--- config.mk ---
export PLATFORM = sky130hd
export DESIGN_NAME = pipeline_decode
export DESIGN_NICKNAME = d
export VERILOG_FILES = /design/src/rtl/pipeline_decode.sv
export SDC_FILE = /design/constraint.sdc
export NUM_CORES = 2
export LEC_CHECK = 0
export ABC_AREA = 1
export BUFFER_PORTS_ARGS = -buffer_cell sky130_fd_sc_hd__buf_4
export CAP_MARGIN = 20
export CORE_MARGIN = 2
export CORE_UTILIZATION = 55
export DETAILED_ROUTE_END_ITERATION = 8
export MAX_ROUTING_LAYER = met4
export PLACE_DENSITY_LB_ADDON = 0.12
export SLEW_MARGIN = 20
export SYNTH_ARGS = -nofsm -noshare
export SYNTH_HDL_FRONTEND = slang
export SYNTH_SLANG_ARGS = --single-unit
--- constraint.sdc ---
create_clock -name clk_i -period 8.22 [get_ports clk_i]
set_clock_uncertainty 0.2 [all_clocks]
set_input_delay 0.822 -clock clk_i [delete_from_list [all_inputs] [get_ports clk_i]]
set_output_delay 0.822 -clock clk_i [all_outputs]
set_load 0.02 [all_outputs]
--- src/rtl/pipeline_decode.sv ---
// RV32I decode stage: register file read, immediate and control generation into the ID/EX register.
// Latency: 1 cycle from instruction_i/pc_i to the ID/EX outputs.
// Backpressure: stall_o (combinational) holds fetch on load-use; without DECODE_WB_BYPASS_EN it also holds on a same-cycle write-back collision.
module pipeline_decode #(
    parameter int XLEN  = 32,
    parameter int NREGS = 32
) (
    input  logic            clk_i,
    input  logic            reset_i,
    input  logic [31:0]     instruction_i,
    input  logic [XLEN-1:0] pc_i,
    input  logic            valid_i,
    input  logic            flush_i,
    input  logic            wb_en_i,
    input  logic [4:0]      wb_rd_i,
    input  logic [XLEN-1:0] wb_data_i,
    output logic            stall_o,
    output logic            valid_o,
    output logic [XLEN-1:0] pc_o,
    output logic [XLEN-1:0] rs1_data_o,
    output logic [XLEN-1:0] rs2_data_o,
    output logic [XLEN-1:0] imm_o,
    output logic [4:0]      rs1_o,
    output logic [4:0]      rs2_o,
    output logic [4:0]      rd_o,
    output logic [2:0]      funct3_o,
    output logic [3:0]      alu_op_o,
    output logic            alusrc_o,
    output logic            auipc_o,
    output logic            memread_o,
    output logic            memwrite_o,
    output logic            regwrite_o,
    output logic            memtoreg_o,
    output logic            branch_o,
    output logic            jump_o,
    output logic            illegal_o
);

    localparam logic [6:0] OPC_LUI    = 7'b0110111;
    localparam logic [6:0] OPC_AUIPC  = 7'b0010111;
    localparam logic [6:0] OPC_JAL    = 7'b1101111;
    localparam logic [6:0] OPC_JALR   = 7'b1100111;
    localparam logic [6:0] OPC_BRANCH = 7'b1100011;
    localparam logic [6:0] OPC_LOAD   = 7'b0000011;
    localparam logic [6:0] OPC_STORE  = 7'b0100011;
    localparam logic [6:0] OPC_OPIMM  = 7'b0010011;
    localparam logic [6:0] OPC_OP     = 7'b0110011;

    localparam logic [3:0] ALU_ADD   = 4'd0;
    localparam logic [3:0] ALU_SUB   = 4'd1;
    localparam logic [3:0] ALU_SLL   = 4'd2;
    localparam logic [3:0] ALU_SLT   = 4'd3;
    localparam logic [3:0] ALU_SLTU  = 4'd4;
    localparam logic [3:0] ALU_XOR   = 4'd5;
    localparam logic [3:0] ALU_SRL   = 4'd6;
    localparam logic [3:0] ALU_SRA   = 4'd7;
    localparam logic [3:0] ALU_OR    = 4'd8;
    localparam logic [3:0] ALU_AND   = 4'd9;
    localparam logic [3:0] ALU_PASSB = 4'd10;

    // Control bundle carried into ID/EX; zeroed as a whole to form a bubble.
    typedef struct packed {
        logic [3:0] alu_op;
        logic       alusrc;
        logic       auipc;
        logic       memread;
        logic       memwrite;
        logic       regwrite;
        logic       memtoreg;
        logic       branch;
        logic       jump;
        logic       illegal;
    } ctrl_t;

    logic [XLEN-1:0] rf_q [NREGS];

    logic [6:0]      opcode;
    logic [2:0]      funct3;
    logic            funct7_b5;
    logic [4:0]      rs1_idx;
    logic [4:0]      rs2_idx;
    logic [4:0]      rd_idx;
    logic            use_rs1;
    logic            use_rs2;
    ctrl_t           ctrl_d;
    ctrl_t           ctrl_q;
    logic [XLEN-1:0] imm_d;
    logic [XLEN-1:0] rs1_rd;
    logic [XLEN-1:0] rs2_rd;
    logic            hazard_lu;
    logic            hazard_wb;
    logic            wb_hit_rs1;
    logic            wb_hit_rs2;

    logic            valid_q;
    logic [XLEN-1:0] pc_q;
    logic [XLEN-1:0] rs1_data_q;
    logic [XLEN-1:0] rs2_data_q;
    logic [XLEN-1:0] imm_q;
    logic [4:0]      rs1_q;
    logic [4:0]      rs2_q;
    logic [4:0]      rd_q;
    logic [2:0]      funct3_q;

    assign opcode    = instruction_i[6:0];
    assign rd_idx    = instruction_i[11:7];
    assign funct3    = instruction_i[14:12];
    assign rs1_idx   = instruction_i[19:15];
    assign rs2_idx   = instruction_i[24:20];
    assign funct7_b5 = instruction_i[30];

    // Map funct3 to an ALU op; alt selects SUB for 000 and SRA for 101.
    function automatic logic [3:0] alu_from_f3(input logic [2:0] f3, input logic alt);
        case (f3)
            3'b000:  alu_from_f3 = alt ? ALU_SUB : ALU_ADD;
            3'b001:  alu_from_f3 = ALU_SLL;
            3'b010:  alu_from_f3 = ALU_SLT;
            3'b011:  alu_from_f3 = ALU_SLTU;
            3'b100:  alu_from_f3 = ALU_XOR;
            3'b101:  alu_from_f3 = alt ? ALU_SRA : ALU_SRL;
            3'b110:  alu_from_f3 = ALU_OR;
            default: alu_from_f3 = ALU_AND;
        endcase
    endfunction

    // Opcode decode: immediate format, control bundle and which sources are actually read.
    always_comb begin
        ctrl_d  = '0;
        imm_d   = '0;
        use_rs1 = 1'b0;
        use_rs2 = 1'b0;
        case (opcode)
            OPC_LUI: begin
                imm_d           = {instruction_i[31:12], 12'b0};
                ctrl_d.alu_op   = ALU_PASSB;
                ctrl_d.alusrc   = 1'b1;
                ctrl_d.regwrite = 1'b1;
            end
            OPC_AUIPC: begin
                imm_d           = {instruction_i[31:12], 12'b0};
                ctrl_d.alu_op   = ALU_ADD;
                ctrl_d.auipc    = 1'b1;
                ctrl_d.alusrc   = 1'b1;
                ctrl_d.regwrite = 1'b1;
            end
            OPC_JAL: begin
                imm_d           = {{11{instruction_i[31]}}, instruction_i[31], instruction_i[19:12],
                                   instruction_i[20], instruction_i[30:21], 1'b0};
                ctrl_d.jump     = 1'b1;
                ctrl_d.regwrite = 1'b1;
            end
            OPC_JALR: begin
                imm_d           = {{20{instruction_i[31]}}, instruction_i[31:20]};
                ctrl_d.jump     = 1'b1;
                ctrl_d.alusrc   = 1'b1;
                ctrl_d.regwrite = 1'b1;
                use_rs1         = 1'b1;
            end
            OPC_BRANCH: begin
                imm_d           = {{19{instruction_i[31]}}, instruction_i[31], instruction_i[7],
                                   instruction_i[30:25], instruction_i[11:8], 1'b0};
                ctrl_d.branch   = 1'b1;
                ctrl_d.alu_op   = ALU_SUB;
                use_rs1         = 1'b1;
                use_rs2         = 1'b1;
            end
            OPC_LOAD: begin
                imm_d           = {{20{instruction_i[31]}}, instruction_i[31:20]};
                ctrl_d.alu_op   = ALU_ADD;
                ctrl_d.alusrc   = 1'b1;
                ctrl_d.memread  = 1'b1;
                ctrl_d.memtoreg = 1'b1;
                ctrl_d.regwrite = 1'b1;
                use_rs1         = 1'b1;
            end
            OPC_STORE: begin
                imm_d           = {{20{instruction_i[31]}}, instruction_i[31:25], instruction_i[11:7]};
                ctrl_d.alu_op   = ALU_ADD;
                ctrl_d.alusrc   = 1'b1;
                ctrl_d.memwrite = 1'b1;
                use_rs1         = 1'b1;
                use_rs2         = 1'b1;
            end
            OPC_OPIMM: begin
                imm_d           = {{20{instruction_i[31]}}, instruction_i[31:20]};
                // ADDI has no subtract form; only the shift-right immediate uses funct7[5].
                ctrl_d.alu_op   = alu_from_f3(funct3, funct7_b5 && (funct3 == 3'b101));
                ctrl_d.alusrc   = 1'b1;
                ctrl_d.regwrite = 1'b1;
                use_rs1         = 1'b1;
            end
            OPC_OP: begin
                ctrl_d.alu_op   = alu_from_f3(funct3, funct7_b5);
                ctrl_d.regwrite = 1'b1;
                use_rs1         = 1'b1;
                use_rs2         = 1'b1;
            end
            default: begin
                ctrl_d.illegal  = 1'b1;
            end
        endcase
    end

    assign wb_hit_rs1 = wb_en_i && (wb_rd_i != 5'd0) && (wb_rd_i == rs1_idx);
    assign wb_hit_rs2 = wb_en_i && (wb_rd_i != 5'd0) && (wb_rd_i == rs2_idx);

    // Operand read: x0 is hardwired to zero; the bypass build forwards a same-cycle write-back.
    always_comb begin
        rs1_rd = (rs1_idx == 5'd0) ? '0 : rf_q[rs1_idx];
        rs2_rd = (rs2_idx == 5'd0) ? '0 : rf_q[rs2_idx];
`ifdef DECODE_WB_BYPASS_EN
        if (wb_hit_rs1) rs1_rd = wb_data_i;
        if (wb_hit_rs2) rs2_rd = wb_data_i;
`endif
    end

    assign hazard_lu = valid_i && valid_q && ctrl_q.memread && (rd_q != 5'd0) &&
                       ((use_rs1 && (rd_q == rs1_idx)) || (use_rs2 && (rd_q == rs2_idx)));

`ifdef DECODE_WB_BYPASS_EN
    assign hazard_wb = 1'b0;
`else
    // Without forwarding, wait one cycle so the write lands in the array before reading.
    assign hazard_wb = valid_i && ((use_rs1 && wb_hit_rs1) || (use_rs2 && wb_hit_rs2));
`endif

    // A flush squashes the instruction anyway, so holding fetch would only waste a cycle.
    assign stall_o = !reset_i && !flush_i && (hazard_lu || hazard_wb);

    // Register file: synchronous clear, write port from WB (x0 writes dropped).
    always_ff @(posedge clk_i) begin
        if (reset_i) begin
            for (int i = 0; i < NREGS; i++) rf_q[i] <= '0;
        end else if (wb_en_i && (wb_rd_i != 5'd0)) begin
            rf_q[wb_rd_i] <= wb_data_i;
        end
    end

    // ID/EX register: control gated to a bubble on flush, stall or no input; data loaded freely.
    always_ff @(posedge clk_i) begin
        if (reset_i) begin
            valid_q    <= 1'b0;
            ctrl_q     <= '0;
            pc_q       <= '0;
            rs1_data_q <= '0;
            rs2_data_q <= '0;
            imm_q      <= '0;
            rs1_q      <= '0;
            rs2_q      <= '0;
            rd_q       <= '0;
            funct3_q   <= '0;
        end else begin
            pc_q       <= pc_i;
            rs1_data_q <= rs1_rd;
            rs2_data_q <= rs2_rd;
            imm_q      <= imm_d;
            rs1_q      <= rs1_idx;
            rs2_q      <= rs2_idx;
            rd_q       <= rd_idx;
            funct3_q   <= funct3;
            if (flush_i || stall_o || !valid_i) begin
                valid_q <= 1'b0;
                ctrl_q  <= '0;
            end else begin
                valid_q <= 1'b1;
                ctrl_q  <= ctrl_d;
            end
        end
    end

    assign valid_o    = valid_q;
    assign pc_o       = pc_q;
    assign rs1_data_o = rs1_data_q;
    assign rs2_data_o = rs2_data_q;
    assign imm_o      = imm_q;
    assign rs1_o      = rs1_q;
    assign rs2_o      = rs2_q;
    assign rd_o       = rd_q;
    assign funct3_o   = funct3_q;
    assign alu_op_o   = ctrl_q.alu_op;
    assign alusrc_o   = ctrl_q.alusrc;
    assign auipc_o    = ctrl_q.auipc;
    assign memread_o  = ctrl_q.memread;
    assign memwrite_o = ctrl_q.memwrite;
    assign regwrite_o = ctrl_q.regwrite;
    assign memtoreg_o = ctrl_q.memtoreg;
    assign branch_o   = ctrl_q.branch;
    assign jump_o     = ctrl_q.jump;
    assign illegal_o  = ctrl_q.illegal;

endmodule

======== After elaboration in Yosys (flattened, before gate mapping) ========
Memory sizes are Yosys's and may differ from the RTL's. A register that Yosys moved wholly into a read port is not among the register bits.
Cells that the tools add are included.
operators by class
  equality and inequality tests ........... 19
  muxes and demuxes ....................... 27
  reduce and logical (&&, ||, !) cells .... 40
operator list
  cell                                                                    number
  32-bit case mux with 5 select lines                                     1
  4-bit case mux with 7 select lines                                      2
  32-bit two-way mux                                                      1
  32-bit OR reduction                                                     1
  7-bit by 6-bit equality test with 1-bit output (second input constant)  3
  7-bit equality test (second input constant)                             3
  1-bit two-way mux                                                       21
  5-bit equality test                                                     4
  4-bit case mux with 4 select lines                                      1
  1-bit logical AND                                                       15
  7-bit by 5-bit equality test with 1-bit output (second input constant)  2
  6-bit OR reduction                                                      2
  5-bit logical NOT                                                       2
  5-bit nonzero test                                                      2
  2-bit OR reduction                                                      5
  3-bit equality test (second input constant)                             3
  9-bit OR reduction                                                      1
  7-bit by 2-bit equality test with 1-bit output (second input constant)  1
  7-bit OR reduction                                                      1
  3-bit by 2-bit equality test with 1-bit output (second input constant)  2
  3-bit OR reduction                                                      2
  1-bit logical OR                                                        5
  5-bit two-way mux                                                       1
  3-bit by 1-bit equality test with 1-bit output (second input constant)  1
  2 further kinds                                                         4
storage, ports and cells
  bits in registers ....................... 95
  bits in writable memories ............... 1024
  input bits .............................. 106
  output and inout bits ................... 161
  memories ................................ 1
memory list
  name  depth  width  rd ports  clocked after Yosys merged registers in  wr ports  line  source
  rf_q  32     32     2         2                                        32        75    logic [XLEN-1:0] rf_q [NREGS];

======== Logic depth before layout (Yosys ltp) ========
  depth in word-level cells ............... 11
  depth in mapped cells ................... 13

======== Worst setup path after synthesis ========
No wires, ideal clock.
  path kind ............................... input-to-reg
  from .................................... input wb_rd_i[2]
  to ...................................... memory rf_q[26][0] (enable)
  arrival ................................. 2.649 ns
  setup slack ............................. 4.982 ns
  stages .................................. 10
  path through ............................ buf_2 -> inv_2 -> nand2_1 -> o21ai_1 -> nor2_2 -> inv_2 -> nor3_2 -> nand2_1 -> buf_2 -> nand2_1
RTL lines
  what                line  source
  start: declaration  15    input logic [4:0] wb_rd_i,
  end: declaration    75

======== Worst setup path after layout ========
  from .................................... input instruction_i[22]
  to ...................................... output stall_o
on the way
  cells in the longest elaborated chain, start to end .. 7
  elaborated cells between the ends (all ways) .. 11
  those cells by class .................... eq/ne (2); reduce/logical (9)
RTL lines
  what                 line  source
  start: declaration   10    input logic [31:0] instruction_i,
  5-bit equality test  205   assign wb_hit_rs2 = wb_en_i && (wb_rd_i != 5'd0) && (wb_rd_i == rs2_idx);
  1-bit logical AND    205
  1-bit logical AND    224   assign hazard_wb = valid_i && ((use_rs1 && wb_hit_rs1) || (use_rs2 && wb_hit_rs2));
  1-bit logical OR     224
  1-bit logical AND    224
  1-bit logical OR *   228   assign stall_o = !reset_i && !flush_i && (hazard_lu || hazard_wb);
  1-bit logical AND *  228
  end: declaration     17    output logic stall_o,
Mark *: on every way between the ends. The rest lies on a longest branch, timed or not.

==> impl_results.md <==
- Grt met1 use: 52.0%
- Seq cells post-synth: around 1200
- Worst skew pair latency: 0.76 ns
- Hold path start: pc_i[0]
- Avg Inst Size Synth: between 8 and 9 um2
- GRT Overall Usage: 40.7%
- 1st-iter DRT viols: 9993
- Synth area leader: edfxtp_1
- Period utilization: between 50% and 60%
- DIE WIDTH: 336 um
- Most frequent CP cell: nand2_1
- Post-CTS sizing: 0
- Die area: 0.113 mm2
- # IOs: around 270
- Final setup violation count: 0
- R2R depth: 8
- Setup Crit Path Kind: in2out
- Vias in the first global route: roughly 53000
- Share of the synthesized area in the top cell type: 50.7%
- Max Slew Vio Count: 0
- Crit path from: instruction_i[22]
- First-pass GRT wire length: 331 mm
- Initial antenna violation count: 5
- Ys async rst share: 0%
- Hold crit path type: in2reg
- Fmax: approximately 230 MHz
- Fin Setup TNS: 0 ns
- Synthesized instance count: between 7000 and 8000
- Worst VDD drop: slightly above 200 uV
- Worst path depth: 12
- Routed wire length: 226 mm
- Hold buffers post-CTS: 0
- DR WL/cell: 25.4 um
- Clk sink count: between 1000 and 1500
- Fill count: around 9000
- Most frequent cell after synthesis: nand2_1
- Worst Hold Depth: 3
- Die Ht: ~340 um
- CTS H-tree depth: 4
- Vias post-DR: ~56000
- Drt pass-1 iters: 6
- Final Wtd Congestion: ~0.9
- Post-DP HPWL: between 100 and 150 mm
- CTS tree: done
- Crit-path max cell delay: 0.76 ns
- Max-cap violation count: 0
- Final nets: ~7400
- Drt drc: 0
- FP Rows: 121
- Antenna Nets Post-Route: 0
- Hold Slack: about 0.06 ns
- Core area: 0.109 mm2
- Clk slew on worst S/H paths: roughly 0.06 ns
- RSZ-0062 raised after global routing: false
- Share of the yosys chip area belonging to registers: a little under three fifths
- Primary FF master, synth: edfxtp_1
- TritonCTS Buffers: between 100 and 150
- Fraction of layout cells with a size suffix above 1: around 8.8%
- Least-Margin Pin Slew: around 1.2 ns
- Clock root buffer: clkbuf_16
- Met2 Use GR: between 50% and 60%
- Leak: roughly 28 nW
- Layout area overhead: 11.5%
- P per Cell Area: 221 mW/mm2
- Required @ worst endpoint: ~7.2 ns
- DR vias/cell: about 6.3
- CP max FO: 64
- CP bufs+invs: 5
- Setup crit end kind: primary output
- Remaining Overflow, GRT: 0
- CP delay by family, top: buffers and inverters
- Commonest cells post-synth: nand2_1, nor2_1, edfxtp_1
- Outcome: completed
- Crit path launch type: primary input
- Clk buf depth: 3
- Cell Chain, Critical Path: buf_6 -> inv_6 -> buf_4 -> o21ai_0 -> inv_1 -> nand2_1 -> nor2_1 -> nand2_1 -> nand2_1 -> nand2_1 -> a21oi_1 -> buf_4
- GRT met3 Usage: 9.27%
- Worst r2r src: rf_q[1][14]
- Tmin final: ~4.4 ns
- PnR worst setup slack: ~3.8 ns
- CP Data Arrival Time: between 3 and 4 ns
- Synth unique cells: 33
- Top post-synthesis cells by area: edfxtp_1, nand2_1, nor2_1
- Final Hold Fails: 0
- Number of setup buffers added after CTS: 0
- Mapped Area: 0.0607 mm2
- Post-synth EDFFs: around 1000
- Slew HR: approximately a fifth
- PortBufs: ~270
- Largest net degree at the start of global routing: around 190
- Slowest CP cell: buf_4
- Initial Util: 55.6%
- Busiest grt layer: met2
- Place WS: about 3.6 ns
- Ys Warns: 0
layer usage:
metal  wire (um)  vias to the layer above
met5           0                        -
met4       14200                        0
met3       33000                      857
li1            -                    24456
met2       99400                     4673
met1       79900                    25993
state kept, by name (all words and copies together), names as in the netlist, 4 cells and up:
signal / count
rs1_o: 5
rf_q: 1024
rs1_data_o: 32
imm_o: 32
rd_o: 5
rs2_data_o: 32
alu_op_o: 4
pc_o: 32
rs2_o: 5
worst paths after layout:
| path | to | slack [ns] |
|---|---|---|
| worst min-delay path | pc_o[0] | 0.06 |
| worst min register to register | rs2_data_o[18] | 0.59 |
| worst max register to register | rs1_data_o[14] | 6.17 |
| worst max-delay path | stall_o | 3.84 |
tightest hold or removal path, delay by kind of cell:
| family | cells | cell delay (ns) |
|---|---|---|
| simple gates | 1 | 0.06 |
| buf+inv | 2 | 0.11 |
area by class of cell:
cell class              instances  area, um2  area share, %
flip-flops and latches       1183      33900           50.2
multi-input cells            5276      22900           33.9
clock buffers                 184       3820           5.65
repair buffers                406       3220           4.77
well taps                    1476       1850           2.73
inverters                     325       1260           1.86
clock inverters                57        592          0.875
diodes                          6       15.0         0.0222
through the flow:
| stage | instances | total power [mW] | utilization (%) | instance area, um2 |
|---|---|---|---|---|
| final | 8913 | 14.9 | 61.9 | 67600 |
| after global routing | 8911 | 15.3 | 61.9 | 67600 |
| after CTS | 8905 | 14.9 | 61.9 | 67600 |
| after detailed placement | 8664 | 8.90 | 57.8 | 63100 |
| after global placement | 8661 | 8.86 | 57.8 | 63100 |
| after floorplan | 7436 | 8.18 | - | 60800 |
cells in the final DEF (no fill, tap or decap), types with 24 or more instances in the layout:
cell	instances
nand3_1	1003
o21ai_0	446
nand2_1	1631
conb_1	32
clkbuf_16	143
dfxtp_1	159
a21oi_1	260
clkbuf_1	32
edfxtp_1	1024
nor2_1	1620
o211ai_1	164
nand2_2	31
o22ai_1	24
buf_4	388
inv_1	304
power breakdown:
part,internal (mW),switching [mW]
Clock,3.57,2.50
Sequential,6.85,0.176
Combinational,0.487,1.34
logic make-up after synthesis:
logic type / count (synthesis) / share of synthesized area, %
other cells: 1 / 0.00618
buf+inv: 977 / 6.61
simple gates: 4313 / 28.9
flops: 1183 / 55.9
compound gates: 922 / 8.44
xor+xnor: 9 / 0.130
(Power assumes the default switching activity.)
